File: config.mk
export PLATFORM = sky130hd
export DESIGN_NAME = inst_buffer
export DESIGN_NICKNAME = d
export VERILOG_FILES = /design/src/rtl/cpu_pkg.sv /design/src/rtl/inst_buffer.sv
export SDC_FILE = /design/constraint.sdc
export NUM_CORES = 2
export LEC_CHECK = 0
export BUFFER_PORTS_ARGS = -buffer_cell sky130_fd_sc_hd__buf_2
export CORE_MARGIN = 2
export CORE_UTILIZATION = 40
export DETAILED_ROUTE_END_ITERATION = 7
export GPL_TIMING_DRIVEN = 0
export PLACE_DENSITY_LB_ADDON = 0.3
export SLEW_MARGIN = 20
export SYNTH_ARGS = -nofsm -noshare
export SYNTH_HDL_FRONTEND = slang
export SYNTH_SLANG_ARGS = --single-unit
File: constraint.sdc
create_clock -name clk -period 9.4 [get_ports clk]
set_clock_uncertainty 0.2 [all_clocks]
set_input_delay 1.88 -clock clk [delete_from_list [all_inputs] [get_ports clk]]
set_output_delay 1.88 -clock clk [all_outputs]
set_load 0.005 [all_outputs]
File: src/rtl/cpu_pkg.sv
// cpu_pkg: shared CPU types.
// Contents:
//   excp_t       - fetch/execute exception codes
//   ibuf_entry_t - one instruction-buffer slot: pc, instruction word,
//                  branch prediction and fetch exception
package cpu_pkg;

  typedef enum logic [3:0] {
    EXCP_NONE = 4'd0,
    EXCP_INT  = 4'd1,
    EXCP_ADEF = 4'd2,
    EXCP_TLBR = 4'd3,
    EXCP_PIF  = 4'd4,
    EXCP_PPI  = 4'd5,
    EXCP_SYS  = 4'd6,
    EXCP_BRK  = 4'd7,
    EXCP_INE  = 4'd8,
    EXCP_ALE  = 4'd9
  } excp_t;

  typedef struct packed {
    logic [31:0] pc;
    logic [31:0] inst;
    logic        pred_br_taken;
    logic [31:0] pred_br_target;
    logic        have_excp;
    excp_t       excp_type;
  } ibuf_entry_t;

endpackage

File: src/rtl/inst_buffer.sv
// inst_buffer: decoupling queue between instruction fetch and the two
// decoder lanes.
// Ports:
//   clk, resetn          - clock, asynchronous active-low reset
//   flush                - drop every entry (takes effect at next edge)
//   in_valid[1:0]        - fetch slot valid (slot 1 requires slot 0)
//   in_entry0/1          - fetch payloads, slot 0 older
//   in_ready             - at least two free entries
//   out_valid[1:0]       - head / head+1 valid
//   out_entry0/1         - head / head+1 payloads
//   out_accept[1:0]      - decode consumes lane 0 / lanes 0 and 1
//   count                - current occupancy
module inst_buffer
  import cpu_pkg::*;
#(
  parameter int DEPTH = 8
) (
  input  logic                       clk,
  input  logic                       resetn,
  input  logic                       flush,
  input  logic [1:0]                 in_valid,
  input  ibuf_entry_t                in_entry0,
  input  ibuf_entry_t                in_entry1,
  output logic                       in_ready,
  output logic [1:0]                 out_valid,
  output ibuf_entry_t                out_entry0,
  output ibuf_entry_t                out_entry1,
  input  logic [1:0]                 out_accept,
  output logic [$clog2(DEPTH):0]     count
);

  localparam int AW = $clog2(DEPTH);
  // Pointers carry one extra wrap bit so full and empty are distinct.
  localparam int PW = AW + 1;

  logic [PW-1:0] head_q, head_d;
  logic [PW-1:0] tail_q, tail_d;
  logic [PW-1:0] count_q, count_d;
  logic [1:0]    push_n;
  logic [1:0]    pop_n;
  logic          pop0, pop1;

  logic [AW-1:0] head_idx, head1_idx;
  logic [AW-1:0] tail_idx, tail1_idx;

  // Flat register storage; not reset, validity is tracked by count.
  ibuf_entry_t   mem_q [DEPTH];

  // Index arithmetic on the low bits wraps modulo DEPTH for free.
  always_comb begin
    head_idx  = head_q[AW-1:0];
    head1_idx = head_q[AW-1:0] + AW'(1);
    tail_idx  = tail_q[AW-1:0];
    tail1_idx = tail_q[AW-1:0] + AW'(1);
  end

  // Status outputs come from registered count only, so no input reaches
  // an output combinationally (in_ready ignores same-cycle pops).
  always_comb begin
    in_ready     = (count_q <= PW'(DEPTH - 2));
    out_valid[0] = (count_q != '0);
    out_valid[1] = (count_q >= PW'(2));
    count        = count_q;
    out_entry0   = mem_q[head_idx];
    out_entry1   = mem_q[head1_idx];
  end

  // Push / pop amounts. in_valid == 2'b10 pushes nothing because slot 0
  // gates both slots.
  always_comb begin
    push_n = 2'd0;
    if (in_ready && in_valid[0]) begin
      push_n = in_valid[1] ? 2'd2 : 2'd1;
    end
    // Lane 1 only counts when lane 0 is also consumed.
    pop0  = out_accept[0] & out_valid[0];
    pop1  = pop0 & out_accept[1] & out_valid[1];
    pop_n = {1'b0, pop0} + {1'b0, pop1};
  end

  // Next-state pointers; flush wins over any push or pop that cycle.
  always_comb begin
    head_d  = head_q;
    tail_d  = tail_q;
    count_d = count_q;
    if (flush) begin
      head_d  = '0;
      tail_d  = '0;
      count_d = '0;
    end else begin
      head_d  = head_q + PW'(pop_n);
      tail_d  = tail_q + PW'(push_n);
      count_d = count_q + PW'(push_n) - PW'(pop_n);
    end
  end

  always_ff @(posedge clk or negedge resetn) begin
    if (!resetn) begin
      head_q  <= '0;
      tail_q  <= '0;
      count_q <= '0;
    end else begin
      head_q  <= head_d;
      tail_q  <= tail_d;
      count_q <= count_d;
    end
  end

  // Two write ports; tail and tail+1 never alias since DEPTH >= 4.
  always_ff @(posedge clk) begin
    if (!flush && push_n != 2'd0) begin
      mem_q[tail_idx] <= in_entry0;
    end
    if (!flush && push_n == 2'd2) begin
      mem_q[tail1_idx] <= in_entry1;
    end
  end

  // Slot 1 valid without slot 0 is a fetch-side protocol error.
  a_in_valid_legal: assert property (
    @(posedge clk) disable iff (!resetn) in_valid != 2'b10
  );

endmodule

==> summary.md <==
| Metric | Value |
|---|---|
| Die Span X | `349 um` |
| Area of placed instances | `53,400 um2` |
| Layout cells sized above 1 | `67.6%` |
| Clk root buf | `clkbuf_16` |
| Post-DP HPWL | `102,000 um` |
| Multi-input gate area | `around 22,000 um2` |
| Routed len/inst | `between 30 and 40 um` |
| CTS tree | `yes` |
| Largest net degree at the start of global routing | `19` |
| CTS resizes | `0` |
| GR Util All Layers | `between 20% and 30%` |
| Clk sink count | `between 800 and 900` |
| Outcome | `complete, no violations` |
| Deepest clock path buffer count | `3` |
| Worst Tran Pin Value | `around 1100 ps` |
| Post-CTS Setup Bufs | `0` |
| Hold path startpoint | `head_q[0]$_DFF_PN0_` |
| I/O Pins | `422` |
| Yosys cell types | `35` |
| Final period util | `around 66%` |
| Total Wirelength | `153,000 um` |
| Sw Pwr | `4.49 mW` |
| Sequential element share of the synthesized area | `51.9%` |
| Mean area per synthesized cell | `18.7 um2` |
| Crit path launch type | `flop` |
| Vias in the first global route | `around 29,000` |
| DRC viols | `0` |
| Remaining Overflow, GRT | `0` |
| TritonCTS Buffers | `between 90 and 100` |
| Vias | `28,255` |
| Layout area overhead | `18.2%` |
| #FFs+latches synth | `a little over 800` |
| Register area | `24,800 um2` |
| Die Ht | `roughly 350 um` |
| Slew headroom | `about 28%` |
| Clock power share | `27.1%` |
| Fin area | `56,400 um2` |
| Number of max-cap violations | `0` |
| F_max | `161 MHz` |
| Core Rows | `~130` |
| Drt pass-1 iters | `5` |
| Port Buffers | `about 420` |
| Placer congestion estimate | `0.770` |
| Highest fanout seen on the critical path | `10` |
| 1st-iter DRT viols | `2,717` |
| Cts-stage hold buffer count | `0` |
| Post-layout util | `47.7%` |
| Post-route ant nets | `0` |
| Fillcell total | `slightly above 10,000` |
| CP arrival | `4120 ps` |
| Die area | `122,000 um2` |
| Yosys synthesis warning count | `0` |
| Switching share of power | `33.2%` |
| Comb pwr share | `40.8%` |
| Setup crit start | `head_q[0]$_DFF_PN0_` |
| Synth Net Count | `2,784` |
| NumNets Final | `3,365` |
| Post-Synthesis Cells | `2,558` |
| Placeable Area | `118,000 um2` |
| PD cells | `239 nW/um2` |
| Clk pin slew, worst setup/hold paths | `60 ps` |
| First-pass GRT wire length | `214,000 um` |
| Max Slew Vio Count | `0` |
| CTS HTree Levels | `3` |
| Final hold vios | `0` |
| Initial antenna violation count | `44` |
| Final setup violation count | `0` |
| Reg2reg start | `count[3]$_DFF_PN0_` |
| Crit path kind | `flop to output pin` |
| Avg Vias per Cell | `5.92` |
| Starting Density | `40.4%` |
| P_leak | `19.3 nW` |
| CP required | `7320 ps` |
| Mapped Area | `about 48,000 um2` |
| Hold Path Class | `flop to flop` |
| Flop pwr share | `32.1%` |
| Min Tclk post-route | `between 6000 and 7000 ps` |
| Clock Latency Late Sink | `690 ps` |
| Internal | `9.02 mW` |
| RSZ-0062 raised after global routing | `false` |
| Max VDD drop | `0.000170 V` |
| Worst Setup End Kind | `output pin` |
| Setup_tns | `0 ps` |
-- through the flow --
stage / hold WS, ps / setup slack [ps] / std cells / total power, mW
after floorplan: 412 / 1160 / 2558 / 7.71
after global placement: 436 / -6120 / 4515 / 9.91
after detailed placement: 475 / 3840 / 4576 / 9.97
after CTS: 472 / 3070 / 4755 / 13.6
after global routing: 544 / 3020 / 4765 / 14.0
final: 470 / 3200 / 4776 / 13.5
-- cell usage in the layout, fill, tap and decap left out, types with 8 or more instances in the layout --
cell and count:
mux4_2 408, mux2_2 860, buf_6 20, diode_2 21, clkinv_1 28, clkbuf_16 98
buf_2 484, clkbuf_2 21, buf_12 15, buf_16 43, inv_1 13, edfxtp_1 816
buf_4 16, clkinv_2 22, nor2_1 10, mux2_4 160, ha_1 11, dfrtp_1 10
buf_1 19, clkbuf_1 86, nand2_1 8
-- power by group through the flow --
stage          combinational [mW]  sequential [mW]  clock, mW
2_1_floorplan                3.31             4.41          0
3_3_place_gp                 5.44             4.47          0
3_5_place_dp                 5.57             4.41          0
4_1_cts                      5.59             4.33       3.72
5_1_grt                      5.85             4.34       3.86
6_report                     5.51             4.33       3.66
-- layer usage --
| layer | up-vias | routed length, um | GRT usage, % |
|---|---|---|---|
| li1 | 11989 | - | - |
| met1 | 14873 | 60600 | 31.9 |
| met2 | 1084 | 74900 | 41.1 |
| met3 | 265 | 13000 | 6.19 |
| met4 | 44 | 4320 | 8.02 |
| met5 | - | 255 | 0 |
-- state kept, by name (all words and copies together) (netlist names) --
name    flops
mem_q     816
head_q      3
count       4
tail_q      3
-- cell families (layout without fill, tap and decap cells) --
logic type,count (synthesis),after routing,synth area share [%]
XOR/XNOR,7,7,0.128
adder cells (fa/ha/maj),15,15,0.456
AO/OA/AOI/OAI,12,12,0.183
buffers and inverters,220,881,2.29
other,0,21,0
multiplexers,1428,1428,44.6
AND/OR/NAND/NOR,50,50,0.524
flip-flops,826,826,51.9
-- worst max-delay path, cell delays in order (launching register included) --
cell	delay, ps
dfrtp_1	400
ha_1	280
clkbuf_1	420
clkbuf_2	660
clkbuf_1	780
mux4_2	420
mux2_2	270
buf_2	190
-- layout make-up --
class                   count  area share [%]
diodes                     21          0.0931
plain buffers             207            1.91
clock buffers             114            4.45
clock inverters            65           0.867
inverters                  13          0.0865
multi-input cells        1512            38.9
flip-flops and latches    826            43.9
well taps                1536            3.41
repair buffers            482            6.43
-- synthesized netlist by cell type, drive strengths merged --
library cell	number	share of area, %
or4	2	0.047
nor2b	6	0.079
inv	13	0.10
a21oi	3	0.031
edfxtp	816	51
nor3	6	0.063
a21o	1	0.016
nor3b	1	0.016
nand2b	1	0.013
o22a	1	0.018
ha	11	0.29
a32oi	1	0.018
and3	2	0.026
o32a	1	0.021
and2	1	0.013
fa	4	0.17
mux2	1020	25
or2	2	0.026
a2111o	1	0.024
nand2	8	0.063
mux4	408	19
nand3	5	0.052
nor2	16	0.13
dfrtp	10	0.52
clkbuf	80	0.63
a31oi	2	0.026
a22oi	1	0.016
xnor2	3	0.055
xor2	4	0.073
o22ai	1	0.013
buf	127	1.6
-- path summary, 6_finish.rpt --
path,slack (ps),depth (start not counted),to
min,470,2,head_q[0]$_DFF_PN0_
min in group asynchronous,860,1,count[2]$_DFF_PN0_
max,3200,7,out_entry1[97]
max in group asynchronous,7930,1,tail_q[2]$_DFF_PN0_
max reg2reg,5520,9,mem_q[6][58]$_DFFE_PP_
min reg2reg,470,2,head_q[0]$_DFF_PN0_
Note: power is estimated with default switching activity, not from simulation.
